**config.mk**
```make
export PLATFORM = sky130hd
export DESIGN_NAME = addr_seq_flat
export DESIGN_NICKNAME = d
export VERILOG_FILES = /design/src/rtl/addr_seq_if.sv /design/src/rtl/addr_seq.sv /design/src/flat_wrapper.sv
export SDC_FILE = /design/constraint.sdc
export NUM_CORES = 1
export LEC_CHECK = 0
export ABC_AREA = 1
export ABC_CLOCK_PERIOD_IN_PS = 2750
export CORE_MARGIN = 10
export CORE_UTILIZATION = 58
export CTS_BUF_LIST = sky130_fd_sc_hd__clkbuf_16
export CTS_CLUSTER_DIAMETER = 50
export DETAILED_ROUTE_END_ITERATION = 6
export DONT_BUFFER_PORTS = 1
export PLACE_DENSITY_LB_ADDON = 0.12
export SLEW_MARGIN = 20
export SYNTH_ARGS = -nofsm -noshare
export SYNTH_HDL_FRONTEND = slang
export SYNTH_SLANG_ARGS = --single-unit
```
**constraint.sdc**
```tcl
create_clock -name clk -period 2.75 [get_ports clk]
set_input_delay 0.6875 -clock clk [delete_from_list [all_inputs] [get_ports clk]]
set_output_delay 0.6875 -clock clk [all_outputs]
set_load 0.01 [all_outputs]
```
**src/rtl/addr_seq_if.sv**
```systemverilog
// addr_seq control/status bundle: config and strobes in from the register block, ROM address and pulses out.
// The rev field exists only when ADDR_SEQ_REV_EN is defined.
interface addr_seq_if #(
  parameter int ADDR_W = 8,
  parameter int RPT_W  = 4
);
  logic              tick;
  logic              start;
  logic              stop;
  logic              loop_mode;
  logic [RPT_W-1:0]  rpt_cnt;
  logic [ADDR_W-1:0] addr_start;
  logic [ADDR_W-1:0] addr_finish;
  logic [ADDR_W-1:0] addr;
  logic              busy;
  logic              at_finish;
  logic              wrap;
  logic              done;
  logic              cfg_err;
`ifdef ADDR_SEQ_REV_EN
  logic              rev;
`endif

  modport master (
`ifdef ADDR_SEQ_REV_EN
    output rev,
`endif
    output tick, start, stop, loop_mode, rpt_cnt, addr_start, addr_finish,
    input  addr, busy, at_finish, wrap, done, cfg_err
  );

  modport slave (
`ifdef ADDR_SEQ_REV_EN
    input  rev,
`endif
    input  tick, start, stop, loop_mode, rpt_cnt, addr_start, addr_finish,
    output addr, busy, at_finish, wrap, done, cfg_err
  );
endinterface

```
**src/rtl/addr_seq.sv**
```systemverilog
// addr_seq: ROM address sequencer over [start..finish], one-shot / N-repeat / loop; ADDR_SEQ_REV_EN adds descending playback.
// Latency: addr and all pulses registered, one cycle after the causing edge; no backpressure, steps only on tick.
module addr_seq #(
  parameter int ADDR_W = 8,
  parameter int RPT_W  = 4
) (
  input  logic      clk,
  input  logic      rst,
  addr_seq_if.slave bus
);
  typedef enum logic {IDLE, RUN} state_t;

  state_t            state;
  logic [ADDR_W-1:0] addr_q;
  logic [ADDR_W-1:0] start_sh;
  logic [ADDR_W-1:0] finish_sh;
  logic [ADDR_W-1:0] end_sh;
  logic [ADDR_W-1:0] restart_sh;
  logic [ADDR_W-1:0] next_addr;
  logic [RPT_W-1:0]  rpt_sh;
  logic [RPT_W-1:0]  pass_cnt;
  logic              loop_sh;
  logic              wrap_q;
  logic              done_q;
  logic              cfg_err_q;
  logic              cfg_bad;

  assign cfg_bad = bus.addr_start > bus.addr_finish;

`ifdef ADDR_SEQ_REV_EN
  logic rev_sh;
  // Descending playback swaps roles: start ends a pass, finish is where it restarts.
  assign end_sh     = rev_sh ? start_sh  : finish_sh;
  assign restart_sh = rev_sh ? finish_sh : start_sh;
  assign next_addr  = rev_sh ? addr_q - 1'b1 : addr_q + 1'b1;
`else
  assign end_sh     = finish_sh;
  assign restart_sh = start_sh;
  assign next_addr  = addr_q + 1'b1;
`endif

  always_ff @(posedge clk or posedge rst) begin
    if (rst) begin
      state     <= IDLE;
      addr_q    <= '0;
      start_sh  <= '0;
      finish_sh <= '0;
      rpt_sh    <= '0;
      loop_sh   <= 1'b0;
      pass_cnt  <= '0;
      wrap_q    <= 1'b0;
      done_q    <= 1'b0;
      cfg_err_q <= 1'b0;
`ifdef ADDR_SEQ_REV_EN
      rev_sh    <= 1'b0;
`endif
    end else begin
      wrap_q    <= 1'b0;
      done_q    <= 1'b0;
      cfg_err_q <= 1'b0;
      if (bus.stop && state == RUN) begin
        state <= IDLE;
      end else if (bus.start) begin
        if (cfg_bad) begin
          state     <= IDLE;
          cfg_err_q <= 1'b1;
        end else begin
          start_sh  <= bus.addr_start;
          finish_sh <= bus.addr_finish;
          rpt_sh    <= bus.rpt_cnt;
          loop_sh   <= bus.loop_mode;
          pass_cnt  <= '0;
          state     <= RUN;
`ifdef ADDR_SEQ_REV_EN
          rev_sh    <= bus.rev;
          addr_q    <= bus.rev ? bus.addr_finish : bus.addr_start;
`else
          addr_q    <= bus.addr_start;
`endif
        end
      end else if (state == RUN && bus.tick) begin
        // Wrap is taken before any step at the pass end, so addr never overflows.
        if (addr_q != end_sh) begin
          addr_q <= next_addr;
        end else if (loop_sh || pass_cnt < rpt_sh) begin
          if (!loop_sh) begin
            pass_cnt <= pass_cnt + 1'b1;
          end
          addr_q <= restart_sh;
          wrap_q <= 1'b1;
        end else begin
          state  <= IDLE;
          done_q <= 1'b1;
        end
      end
    end
  end

  assign bus.addr      = addr_q;
  assign bus.busy      = (state == RUN);
  assign bus.at_finish = (state == RUN) && (addr_q == end_sh);
  assign bus.wrap      = wrap_q;
  assign bus.done      = done_q;
  assign bus.cfg_err   = cfg_err_q;
endmodule

```
**src/flat_wrapper.sv**
```systemverilog
// flat-port wrapper written by rule: the top's interface ports become plain ports
module addr_seq_flat 
#(
  parameter int ADDR_W = 8,
  parameter int RPT_W  = 4
)
  (clk, rst, bus_tick, bus_start, bus_stop, bus_loop_mode, bus_rpt_cnt, bus_addr_start, bus_addr_finish, bus_addr, bus_busy, bus_at_finish, bus_wrap, bus_done, bus_cfg_err);
  addr_seq_if #(.ADDR_W(ADDR_W), .RPT_W(RPT_W)) bus_i ();
  input  logic clk;
  input  logic rst;
  input wire logic [$bits(bus_i.tick)-1:0] bus_tick;
  input wire logic [$bits(bus_i.start)-1:0] bus_start;
  input wire logic [$bits(bus_i.stop)-1:0] bus_stop;
  input wire logic [$bits(bus_i.loop_mode)-1:0] bus_loop_mode;
  input wire logic [$bits(bus_i.rpt_cnt)-1:0] bus_rpt_cnt;
  input wire logic [$bits(bus_i.addr_start)-1:0] bus_addr_start;
  input wire logic [$bits(bus_i.addr_finish)-1:0] bus_addr_finish;
  output wire logic [$bits(bus_i.addr)-1:0] bus_addr;
  output wire logic [$bits(bus_i.busy)-1:0] bus_busy;
  output wire logic [$bits(bus_i.at_finish)-1:0] bus_at_finish;
  output wire logic [$bits(bus_i.wrap)-1:0] bus_wrap;
  output wire logic [$bits(bus_i.done)-1:0] bus_done;
  output wire logic [$bits(bus_i.cfg_err)-1:0] bus_cfg_err;
  assign bus_i.tick = bus_tick;
  assign bus_i.start = bus_start;
  assign bus_i.stop = bus_stop;
  assign bus_i.loop_mode = bus_loop_mode;
  assign bus_i.rpt_cnt = bus_rpt_cnt;
  assign bus_i.addr_start = bus_addr_start;
  assign bus_i.addr_finish = bus_addr_finish;
  assign bus_addr = bus_i.addr;
  assign bus_busy = bus_i.busy;
  assign bus_at_finish = bus_i.at_finish;
  assign bus_wrap = bus_i.wrap;
  assign bus_done = bus_i.done;
  assign bus_cfg_err = bus_i.cfg_err;
  addr_seq #(.ADDR_W(ADDR_W), .RPT_W(RPT_W)) u_core (.clk(clk), .rst(rst), .bus(bus_i));
endmodule
```
# Word level (Yosys, flattened, before mapping)
# Index checks and enable logic that the tools add are counted.
# word_totals
register_bits,37
in_bits,26
out_inout_bits,13
word_cells,65
# classes
n_addsub,2
magnitude_cmp,2
eq_ne,7
mux,30
n_bitwise,2
n_reduce_logical,12
# op_table
op,count
$mux 8,5
$mux 4,6
$mux 1,19
$add 8x1->8 const B,1
$eq 8x8->1,1
$gt 8x8->1,1
$ne 8x8->1,1
$ne 2x2->1 const B,3
$ne 3x2->1 const B,2
$reduce_and 3->1,2
$reduce_and 6->1,1
$reduce_bool 3->1,2
$add 4x1->4 const B,1
$lt 4x4->1,1
$reduce_and 4->1,1
$reduce_bool 2->1,2
$logic_and 1x1->1,3
$not 1->1,2
$logic_or 1x1->1,1

# Depth between registers and ports, before layout
# logic_depth
ltp_word,7
depth_mapped,15
mapped_depth_nobuf,15

# Worst setup path before layout
# OpenSTA, ideal clock, no wires.
# synth_timing
path_kind,input port to flip-flop
startpoint,input bus_addr_finish[7]
endpoint,"register u_core.finish_sh[1], in the netlist u_core.end_sh[1]"
setup_time_ps,131
t_arrival_ps,1844
setup_slack_ps,775
path_stages,10
n_path_buf,1
cell_sequence,inv_1 ha_1 nand2_1 nor2_1 nand2_1 nand2_1 nand2_1 nand2_1 clkbuf_1 o21ai_0
# synth_via
elab_chain_len,3
# synth_rtl
element,line,text
start: declaration,flat_wrapper.sv:17,input wire logic [$bits(bus_i.addr_finish)-1:0] bus_addr_finish;
$gt 8x8->1,addr_seq.sv:28,assign cfg_bad = bus.addr_start > bus.addr_finish;
$not 1->1 (no line),-,
$reduce_and 3->1 (no line),-,
end signal: assignment,addr_seq.sv:69,finish_sh <= bus.addr_finish;
end: declaration,addr_seq.sv:16,logic [ADDR_W-1:0] finish_sh;
# Every way passes these cells.
# A chain may end at the register's enable or synchronous reset.

# Worst setup path after layout
# layout_timing
startpoint,"register u_core.addr_q[2], in the netlist u_core.bus.addr[2]"
endpoint,output bus_at_finish
# layout_via
elab_chain_len,2
# layout_rtl
element,line,text
start: declaration,addr_seq.sv:14,logic [ADDR_W-1:0] addr_q;
start signal: assignment,addr_seq.sv:78,addr_q <= bus.addr_start;
start signal: assignment,addr_seq.sv:84,addr_q <= next_addr;
start signal: assignment,addr_seq.sv:89,addr_q <= restart_sh;
$eq 8x8->1,addr_seq.sv:101,assign bus.at_finish = (state == RUN) && (addr_q == end_sh);
$logic_and 1x1->1,addr_seq.sv:101,
end: declaration,flat_wrapper.sv:20,output wire logic [$bits(bus_i.at_finish)-1:0] bus_at_finish;
# Every way passes these cells.

==> flow_summary.ini <==
[drt]
dr_total_vias = 2005
viasPerCell = 5.03
route.detailed.drc = 0
drt_iter0_markers = 146
dr.pass1.iters = 4
routed_wl_um = 5250
antenna_left = 0
routedWlPerCell_um = 13.2

[worst_setup_path]
path_cells = inv_1 -> nand2_1 -> nand2_1 -> nor2_1 -> and2_1 -> nand2_2 -> nor2_1
required_ns = 2.06
critical_path_class = reg2out
cpPeakStageDelay_ns = 0.52
arrival_ns = 1.69
crit_fanout = 10
worst_setup_path_start_kind = flop
critPathBufInv = 1
endpoint_kind = output port
worst_path_max_delay_cell = dfrtp_1
crit_family = simple AND/OR/NAND/NOR gates

[timing]
period_needed_ns = 2.38
grt_setup_unrepaired = no
worst_slack_ns = 0.368
clock.fmax_mhz = 420
period_share_pct = 86.6
setup_tns_ns = 0
drv_slew = 0
hold_viol = 0
fin_skew_ns = 0.00353
tightest_slew_ns = 0.455
setup_viol = 0
maxSlewHeadroom_pct = 69.7

[synth]
async_reset_ff_share_pct = 100
synth.top_cells.by_count = nand2_1, inv_1, dfrtp_1
yosysTopAreaCell = dfrtp_1
yosysWarnings = 0
yosys.area.top_type_share_pct = 39.5
synth_ff_type = dfrtp_1
synth-seq-cells = 37
yosysSeqAreaShare_pct = 39.5
synthTopCellsByArea = dfrtp_1, nand2_1, inv_1
yosysMostFrequentCell = nand2_1
synth_cell_types = 22
synth_area_um2 = 2340
synth_area_per_cell_um2 = 6.82
synth_cells = 344
synth_nets = 383
synth_edf_count = 0

[clock_network]
clk_path_buf_depth = 2
post_cts_resized = 0
clock_latency_ns = 0.27
cts_tree = done
cts_root_buffer = clkbuf_16
cts-buffers-inserted = 5
htree_levels = 2
ctsHoldBuffers = 0
clock_sinks = 37
post_cts_buffers = 0
clk_pin_slew_ns = 0.05

[cells_and_area]
drive_gt1_share_pct = 5.16
diodes = 0
area_growth_pct = 7.74
final_nets = 387

[grt]
grt_pass1_wl_um = 9230
antenna_found_initial = 0
globalRouteOverflowTotal = 0
grt_max_degree = 38
grt_pass1_vias = 1931
globalRouteTotalUtil_pct = 15.6

[die]
chipWidth_um = 83.6
die_h_um = 83.6
fp.coreArea_um2 = 3940
ios = 39
die_area_um2 = 6990
start_util_pct = 59.5
rows = 23

[hold_path]
hp-class = in2async

[power_and_ir_drop]
power_density_nw_per_um2 = 717
p_int_mw = 1.17
p_seq_share_pct = 44.2
swShare_pct = 35.3
power.total_mw = 1.81
ir_drop_mv = 0.476
leakage_nw = 1.48
p_sw_uw = 639
combPwrFrac_pct = 27.0
clkPwrFrac_pct = 28.8

[run]
drv_cap = 0

[placement]
post-place-ws_ns = 0.504
gp_congestion = 0.792
io_buffers = 0
dp_hpwl_um = 3960

[status]
outcome = completed
[sequential cells by signal (all words and copies together), names as in the netlist]
name                count
u_core.rpt_sh           4
u_core.bus.addr         8
u_core.restart_sh       8
u_core.bus.wrap         1
u_core.end_sh           8
u_core.bus.cfg_err      1
u_core.loop_sh          1
u_core.pass_cnt         4
u_core.bus.busy         1
u_core.bus.done         1
[placed cells by master (no fill, tap or decap)]
master and n:
a21o_1 1, a21oi_1 15, and2_1 1, buf_4 4
clkbuf_16 5, dfrtp_1 37, ha_1 13, inv_1 55
inv_2 1, nand2_1 135, nand2_2 4, nand3_1 24
nand3_2 1, nand4_1 2, nor2_1 31, nor2_2 2
o21ai_0 10, or2_2 1, xnor2_1 2, xor2_1 5
[final cells by class]
| type | count | area, um^2 |
|---|---|---|
| Multi-Input combinational cell | 247 | 1170 |
| Timing Repair Buffer | 4 | 30.0 |
| Sequential cell | 37 | 926 |
| Fill cell | 345 | 1420 |
| Clock buffer | 5 | 125 |
| Clock inverter | 3 | 11.3 |
| Tap cell | 50 | 62.6 |
| Inverter | 53 | 199 |
[stage by stage]
stage	hold slack (ns)	cell area [um^2]	util (%)	std cells
floorplan	0.442	2340	-	344
global placement	0.476	2390	60.6	391
detailed placement	0.485	2390	60.6	391
CTS	0.424	2530	64.1	399
global route	0.449	2530	64.1	399
finish	0.410	2530	64.1	399
[layer usage]
metal | share of wire [%] | vias to the layer above | global-route usage (%)
li1 | - | 1056 | -
met5 | 0 | - | 0
met2 | 48 | 52 | 25.7
met3 | 7.2 | 4 | 4.98
met1 | 44 | 893 | 18.6
met4 | 0.89 | 0 | 5.18
[worst reg2reg max path: stages, from the launching register on]
cell,delay [ns]
dfrtp_1,0.50
inv_1,0.10
nand2_1,0.07
nand2_1,0.04
nor2_1,0.13
nand2_1,0.09
nor2_2,0.33
nand3_1,0.16
nand2_1,0.17
nand2_2,0.10
nand2_1,0.07
nand2_1,0.05
[power by group through the flow]
stage	registers (mW)	logic, mW	clock network [mW]
after floorplan	0.775	0.408	0
after global placement	0.808	0.472	0
after detailed placement	0.813	0.486	0
after CTS	0.804	0.493	0.531
after global routing	0.821	0.588	0.555
final	0.801	0.489	0.522
[worst paths after layout]
kind / startpoint / end / slack (ns) / depth (start not counted)
setup reg to reg: u_core.bus.addr[6] / u_core.pass_cnt[2] / 0.84 / 11
hold reg to reg: u_core.rpt_sh[0] / u_core.rpt_sh[0] / 0.49 / 2
min in group clk: u_core.rpt_sh[0] / u_core.rpt_sh[0] / 0.49 / 2
max in group asynchronous: rst / u_core.rpt_sh[0] / 2.02 / 2
setup / recovery: u_core.bus.addr[2] / bus_at_finish / 0.37 / 7
hold / removal: rst / u_core.bus.cfg_err / 0.41 / 2
[logic make-up after synthesis]
kind of cell,share of synthesized area (%)
adders and majority gates,6.94
DFF,39.5
and+or+nand+nor,34.8
xor gates and xnor gates,2.61
AOI/OAI and AO/OA,5.66
buffers and inverters,10.5
(Power assumes the default switching activity.)
